### src/rtl/iir_biquad_cascade_if.sv
`default_nettype none
// +--------------------------------------------------------------------+
// | iir_biquad_cascade_if: sample handshake and coefficient write bus  |
// | Revision: 1.0                                                      |
// +--------------------------------------------------------------------+
interface iir_biquad_cascade_if #(
  parameter int DATA_W = 16,
  parameter int COEF_W = 16
);
  logic                     in_valid;
  logic                     in_ready;
  logic signed [DATA_W-1:0] din;
  logic                     out_valid;
  logic signed [DATA_W-1:0] dout;
  logic                     flush;
  logic                     coef_we;
  logic [7:0]               coef_addr;
  logic signed [COEF_W-1:0] coef_wdata;

  modport master (
    output in_valid, din, flush, coef_we, coef_addr, coef_wdata,
    input  in_ready, out_valid, dout
  );

  modport slave (
    input  in_valid, din, flush, coef_we, coef_addr, coef_wdata,
    output in_ready, out_valid, dout
  );
endinterface
`default_nettype wire

### src/rtl/iir_biquad_cascade.sv
`default_nettype none
// +--------------------------------------------------------------------+
// | iir_biquad_cascade: DF1 biquad cascade on one shared MAC           |
// | Revision: 1.0                                                      |
// +--------------------------------------------------------------------+
module iir_biquad_cascade #(
  parameter int DATA_W       = 16,
  parameter int COEF_W       = 16,
  parameter int FRAC_BITS    = 14,
  parameter int NUM_SECTIONS = 4,
  parameter int ACC_W        = 36
) (
  input  logic               clk,
  input  logic               rst,
  iir_biquad_cascade_if.slave bus
);
  localparam int PROD_W = DATA_W + COEF_W;
  localparam int NCOEF  = 5 * NUM_SECTIONS;
  localparam int CAW    = $clog2(NCOEF);
  localparam int SW     = (NUM_SECTIONS > 1) ? $clog2(NUM_SECTIONS) : 1;
  localparam logic [SW-1:0]            LAST_S  = SW'(NUM_SECTIONS - 1);
  localparam logic [7:0]               NCOEF_A = 8'(NCOEF);
  localparam logic signed [COEF_W-1:0] UNITY   = COEF_W'(1) << FRAC_BITS;
  localparam logic signed [ACC_W-1:0]  RND     = ACC_W'(1) << (FRAC_BITS - 1);
  localparam logic signed [ACC_W-1:0]  SAT_MAX = (ACC_W'(1) << (DATA_W - 1)) - ACC_W'(1);
  localparam logic signed [ACC_W-1:0]  SAT_MIN = ACC_W'(0) - (ACC_W'(1) << (DATA_W - 1));

  typedef enum logic [1:0] {IDLE = 2'd0, MAC = 2'd1, STORE = 2'd2} state_t;

  state_t state, state_next;
  logic   accept;

  logic signed [COEF_W-1:0] coef [NCOEF];
  logic signed [DATA_W-1:0] x1 [NUM_SECTIONS];
  logic signed [DATA_W-1:0] x2 [NUM_SECTIONS];
  logic signed [DATA_W-1:0] y1 [NUM_SECTIONS];
  logic signed [DATA_W-1:0] y2 [NUM_SECTIONS];
  logic signed [DATA_W-1:0] x_cur;
  logic signed [ACC_W-1:0]  acc;
  logic [SW-1:0]            s;
  logic [2:0]               t;

  logic signed [COEF_W-1:0] c_sel;
  logic signed [DATA_W-1:0] d_sel;
  logic signed [PROD_W-1:0] prod;
  logic signed [ACC_W-1:0]  prod_ext, acc_base, acc_next, acc_rnd, acc_shr;
  logic signed [DATA_W-1:0] y_sat;

  always_ff @(posedge clk or posedge rst) begin
    if (rst) state <= IDLE;
    else     state <= state_next;
  end

  always_comb begin
    state_next = state;
    accept     = 1'b0;
    case (state)
      IDLE:    if (bus.in_valid) begin
                 accept     = 1'b1;
                 state_next = MAC;
               end
      MAC:     if (t == 3'd4) state_next = STORE;
      STORE:   state_next = (s == LAST_S) ? IDLE : MAC;
      default: state_next = IDLE;
    endcase
    if (bus.flush) begin
      state_next = IDLE;
      accept     = 1'b0;
    end
  end

  assign bus.in_ready = (state == IDLE);

  // Term t of section s: coefficient at s*5+t, data from the matching tap.
  always_comb begin
    c_sel = coef[CAW'(int'(s) * 5 + int'(t))];
    case (t)
      3'd0:    d_sel = x_cur;
      3'd1:    d_sel = x1[s];
      3'd2:    d_sel = x2[s];
      3'd3:    d_sel = y1[s];
      default: d_sel = y2[s];
    endcase
    prod     = {{DATA_W{c_sel[COEF_W-1]}}, c_sel} * {{COEF_W{d_sel[DATA_W-1]}}, d_sel};
    prod_ext = {{(ACC_W - PROD_W){prod[PROD_W-1]}}, prod};
    acc_base = (t == 3'd0) ? '0 : acc;
    acc_next = (t >= 3'd3) ? acc_base - prod_ext : acc_base + prod_ext;
    acc_rnd  = acc + RND;
    acc_shr  = acc_rnd >>> FRAC_BITS;
    if (acc_shr > SAT_MAX)      y_sat = {1'b0, {(DATA_W-1){1'b1}}};
    else if (acc_shr < SAT_MIN) y_sat = {1'b1, {(DATA_W-1){1'b0}}};
    else                        y_sat = acc_shr[DATA_W-1:0];
  end

  always_ff @(posedge clk or posedge rst) begin
    if (rst) begin
      for (int i = 0; i < NCOEF; i++) coef[i] <= (i % 5 == 0) ? UNITY : '0;
      for (int i = 0; i < NUM_SECTIONS; i++) begin
        x1[i] <= '0; x2[i] <= '0; y1[i] <= '0; y2[i] <= '0;
      end
      x_cur         <= '0;
      acc           <= '0;
      s             <= '0;
      t             <= '0;
      bus.out_valid <= 1'b0;
      bus.dout      <= '0;
    end else begin
      bus.out_valid <= 1'b0;
      if (bus.in_ready && bus.coef_we && (bus.coef_addr < NCOEF_A))
        coef[bus.coef_addr[CAW-1:0]] <= bus.coef_wdata;
      if (bus.flush) begin
        for (int i = 0; i < NUM_SECTIONS; i++) begin
          x1[i] <= '0; x2[i] <= '0; y1[i] <= '0; y2[i] <= '0;
        end
        t <= '0;
      end else begin
        case (state)
          IDLE: if (accept) begin
            x_cur <= bus.din;
            s     <= '0;
            t     <= '0;
          end
          MAC: begin
            acc <= acc_next;
            t   <= (t == 3'd4) ? 3'd0 : t + 3'd1;
          end
          STORE: begin
            x2[s] <= x1[s];
            x1[s] <= x_cur;
            y2[s] <= y1[s];
            y1[s] <= y_sat;
            x_cur <= y_sat;
            t     <= '0;
            if (s == LAST_S) begin
              bus.dout      <= y_sat;
              bus.out_valid <= 1'b1;
            end else begin
              s <= s + SW'(1);
            end
          end
          default: ;
        endcase
      end
    end
  end
endmodule
`default_nettype wire

### src/flat_wrapper.sv
// flat-port wrapper written by rule: the top's interface ports become plain ports
module iir_biquad_cascade_flat 
#(
  parameter int DATA_W       = 16,
  parameter int COEF_W       = 16,
  parameter int FRAC_BITS    = 14,
  parameter int NUM_SECTIONS = 4,
  parameter int ACC_W        = 36
)
  (clk, rst, bus_in_valid, bus_din, bus_flush, bus_coef_we, bus_coef_addr, bus_coef_wdata, bus_in_ready, bus_out_valid, bus_dout);
  iir_biquad_cascade_if #(.DATA_W(DATA_W), .COEF_W(COEF_W)) bus_i ();
  input  logic clk;
  input  logic rst;
  input wire logic [$bits(bus_i.in_valid)-1:0] bus_in_valid;
  input wire logic [$bits(bus_i.din)-1:0] bus_din;
  input wire logic [$bits(bus_i.flush)-1:0] bus_flush;
  input wire logic [$bits(bus_i.coef_we)-1:0] bus_coef_we;
  input wire logic [$bits(bus_i.coef_addr)-1:0] bus_coef_addr;
  input wire logic [$bits(bus_i.coef_wdata)-1:0] bus_coef_wdata;
  output wire logic [$bits(bus_i.in_ready)-1:0] bus_in_ready;
  output wire logic [$bits(bus_i.out_valid)-1:0] bus_out_valid;
  output wire logic [$bits(bus_i.dout)-1:0] bus_dout;
  assign bus_i.in_valid = bus_in_valid;
  assign bus_i.din = bus_din;
  assign bus_i.flush = bus_flush;
  assign bus_i.coef_we = bus_coef_we;
  assign bus_i.coef_addr = bus_coef_addr;
  assign bus_i.coef_wdata = bus_coef_wdata;
  assign bus_in_ready = bus_i.in_ready;
  assign bus_out_valid = bus_i.out_valid;
  assign bus_dout = bus_i.dout;
  iir_biquad_cascade #(.DATA_W(DATA_W), .COEF_W(COEF_W), .FRAC_BITS(FRAC_BITS), .NUM_SECTIONS(NUM_SECTIONS), .ACC_W(ACC_W)) u_core (.clk(clk), .rst(rst), .bus(bus_i));
endmodule
### config.mk
export PLATFORM = sky130hd
export DESIGN_NAME = iir_biquad_cascade_flat
export DESIGN_NICKNAME = d
export VERILOG_FILES = /design/src/rtl/iir_biquad_cascade_if.sv /design/src/rtl/iir_biquad_cascade.sv /design/src/flat_wrapper.sv
export SDC_FILE = /design/constraint.sdc
export NUM_CORES = 2
export LEC_CHECK = 0
export CAP_MARGIN = 20
export CORE_UTILIZATION = 35
export CTS_BUF_LIST = sky130_fd_sc_hd__clkbuf_8 sky130_fd_sc_hd__clkbuf_16
export DETAILED_ROUTE_END_ITERATION = 10
export GPL_TIMING_DRIVEN = 0
export MAX_ROUTING_LAYER = met4
export SLEW_MARGIN = 10
export SYNTH_ARGS = -nofsm -noshare
export SYNTH_HDL_FRONTEND = slang
export SYNTH_SLANG_ARGS = --single-unit
export TNS_END_PERCENT = 5
### constraint.sdc
create_clock -name clk -period 24.3 [get_ports clk]
set_input_delay 3.645 -clock clk [delete_from_list [all_inputs] [get_ports clk]]
set_output_delay 3.645 -clock clk [all_outputs]
set_load 0.05 [all_outputs]
==> results.yml <==
grt:
  grt_antenna_before_repair: 1
  grt.overflow.total: 0
  global_route_wire_length_before_repair_mm: 188
  grt_max_degree: 121
  via_count_of_the_first_global_routing_pass: 30300
  gr-usage-all-layers_pct: 20.9
finish:
  drive_gt1_share_pct: 18.3
  most-common-layout-cells: "648 x dfrtp_1, 334 x mux2_2, 329 x inv_1, 265 x fa_1, 256 x nand2_1"
  insertedDiodeCount: 0
  final_cells: 5406
  final_net_count: 4194
  fillCellCount: 11300
  area.growth.synth_to_final_pct: 12.5
  final_common_cell: "dfrtp_1"
  post-route-cell-area_um2: 47200
yosys:
  yosysWarningCount: 0
  synth-main-ff-cell: "dfrtp_1"
  postSynth.asyncResetShare_pct: 100
  synth.lib_cells_used.distinct: 88
  mean_cell_area_of_the_mapped_netlist_um2: 11.6
  ys_ff_latch: 652
  synth-edff-count: 0
  mappedNetlistNets: 4051
  synth-seq-area-share_pct: 38.9
  postSynthCellCount: 3608
  synthesis.area_um2: 42000
pwr:
  ir_worst_vdd_v: 0.0000991
  p_per_area_nw_per_um2: 65.6
  power_leakage_nw: 22.2
setup_path:
  crit_fanout: 10
  worst_path_largest_cell_delay_ns: 0.83
  worst-r2r-setup-slack_ns: 8.94
  critical_path.slowest_cell: "a22oi_1"
  wp_data_required_ns: 24.81
  critical_path.endpoint: "u_core.acc[35]"
  worst-r2r-cell-count: 44
  cp-end-kind: "register"
  timing.rr.start: "u_core.s[1]"
  critPathArrivalTime_ns: 15.87
  critPathLaunch: "u_core.s[1]"
  r2r_end: "u_core.acc[35]"
  worst-setup-path-type: "register to register"
  cpMostUsedCell: "fa_1"
  worstSetupStartpointType: "register"
timing:
  worst_pin_slew_ns: 1.30
  hold_slack_ns: 0.473
  final_min_period_over_clock_period_pct: 63.2
  drv_slew: 0
  period_minus_slack_ns: 15.36
  setup_slack_ns: 8.94
  max_freq_ghz: 0.0651
  finalClockSkew_ns: 0.0276
  slew-limit-headroom_pct: 13.4
  rsz_0062_raised_after_global_routing: "no"
  setup_tns_ns: 0
  setup_viol: 0
  finalHoldViolations: 0
placed_design:
  place.detailed.instances: 5269
  port-buffer-count: 45
  gp_congestion: 0.902
  dp_slack_ns: 9.09
  placedInstanceArea_um2: 44700
  detailedPlacementHpwl_mm: 89.8
die:
  die_width_um: 348
  fp.dieH_um: 348
  floorplan.die_area_um2: 121000
  core-area_um2: 118000
  floorplan.io_pins: 63
  effective_utilization_at_floorplan_pct: 35.4
  row_count: 126
cts:
  cts_root_buffer: "clkbuf_16"
  cts-hold-fix-buffers: 0
  clk_latency_ns: 0.65
  cts.sinks: 652
  h-tree-depth: 3
  cts.reportedPaths.clkPinSlew_ns: 0.06
  clock_buffers_created_by_tritoncts: 75
  cts_tree: "yes"
  clk_path_buf_depth: 3
  post-cts-setup-buffer-count: 0
  cts.repair.resized: 0
status:
  outcome: "finished clean"
worst_hold_path:
  holdCritPathClass: "register to register"
drt:
  vias_after_detailed_routing: 29300
  avgViaCountPerCell: 5.42
  detail_route.iter0.violations: 2259
  drc: 0
  final_antenna_net_count: 0
  routed_wirelength_mm: 121
  first_pass_iters: 6
  route.detailed.wl_per_inst_um: 22.3
flow_run:
  maxCapViolations: 0
==> area by class of cell <==
cell class	count	area [µm²]	area share (%)
clock inverters	47	448	0.949
plain buffers	231	897	1.90
well taps	1600	2000	4.24
inverters	319	1200	2.55
multi-input cells	2406	23600	49.9
repair buffers	66	773	1.64
flip-flops and latches	652	16300	34.6
clock buffers	85	2010	4.27
==> critical path, delay by kind of cell, from the launching register on <==
| kind | cells | cell delay (ns) |
|---|---|---|
| DFF | 1 | 0.72 |
| xor gates and xnor gates | 2 | 0.63 |
| buffers and inverters | 11 | 3.78 |
| and+or+nand+nor | 6 | 1.75 |
| AOI/OAI and AO/OA | 13 | 3.43 |
| adders and majority gates | 10 | 4.34 |
| muxes | 2 | 0.54 |
==> synthesized netlist by cell type (76+ instances only) <==
library cell    n  area (µm²)
mux4_2        146        3290
nand2_1       256         961
a21oi_1        76         380
clkbuf_1      197         739
a22o_1        239        2090
inv_1         317        1190
o21ai_0       106         531
fa_1          265        5310
nor2_1        199         747
mux2_2        334        3760
ha_1          133        1660
dfrtp_1       648       16200
==> through the flow <==
step	total power [mW]	util, %
floorplan	1.72	-
finish	3.10	39.9
CTS	3.11	39.8
global placement	1.97	37.5
detailed placement	1.98	37.7
global route	3.24	39.9
==> kinds of logic after synthesis <==
group                    share of synthesized area (%)
flip-flops                                        38.9
AND/OR/NAND/NOR                                   8.79
multiplexers                                      17.6
AO/OA/AOI/OAI                                     11.0
buffers and inverters                             4.99
XOR/XNOR                                          2.13
adder cells (fa/ha/maj)                           16.6
==> where the power goes <==
part	internal, mW	switching, mW
sequential	1.13	0.0526
clock	0.653	0.480
combinational	0.274	0.509
==> worst min path at each step <==
| stage | end | cells past startpoint | slack [ns] | startpoint |
|---|---|---|---|---|
| global placement | u_core.acc[5] | 2 | 0.45 | u_core.acc[5] |
| floorplan | u_core.acc[1] | 2 | 0.44 | u_core.acc[1] |
| CTS | u_core.acc[5] | 2 | 0.48 | u_core.acc[5] |
| finish | u_core.acc[5] | 2 | 0.47 | u_core.acc[5] |
| detailed placement | u_core.acc[1] | 2 | 0.46 | u_core.acc[1] |
| global route | u_core.y1[6] | 2 | 0.49 | u_core.y1[6] |
==> routing by layer <==
layer	GRT usage [%]	share of wire, %
met5	-	0
met4	6.62	3.2
met1	27.4	43
met3	3.77	6.5
met2	32.8	47
==> state kept, by name (all words and copies together), names as in the netlist <==
register / count
u_core.coef: 320
u_core.state: 2
u_core.s: 2
u_core.y1: 64
u_core.x_cur: 16
u_core.x1: 64
u_core.y2: 64
u_core.t: 3
u_core.bus.out_valid: 1
u_core.x2: 64
u_core.bus.dout: 16
u_core.acc: 36
(Power assumes the default switching activity.)
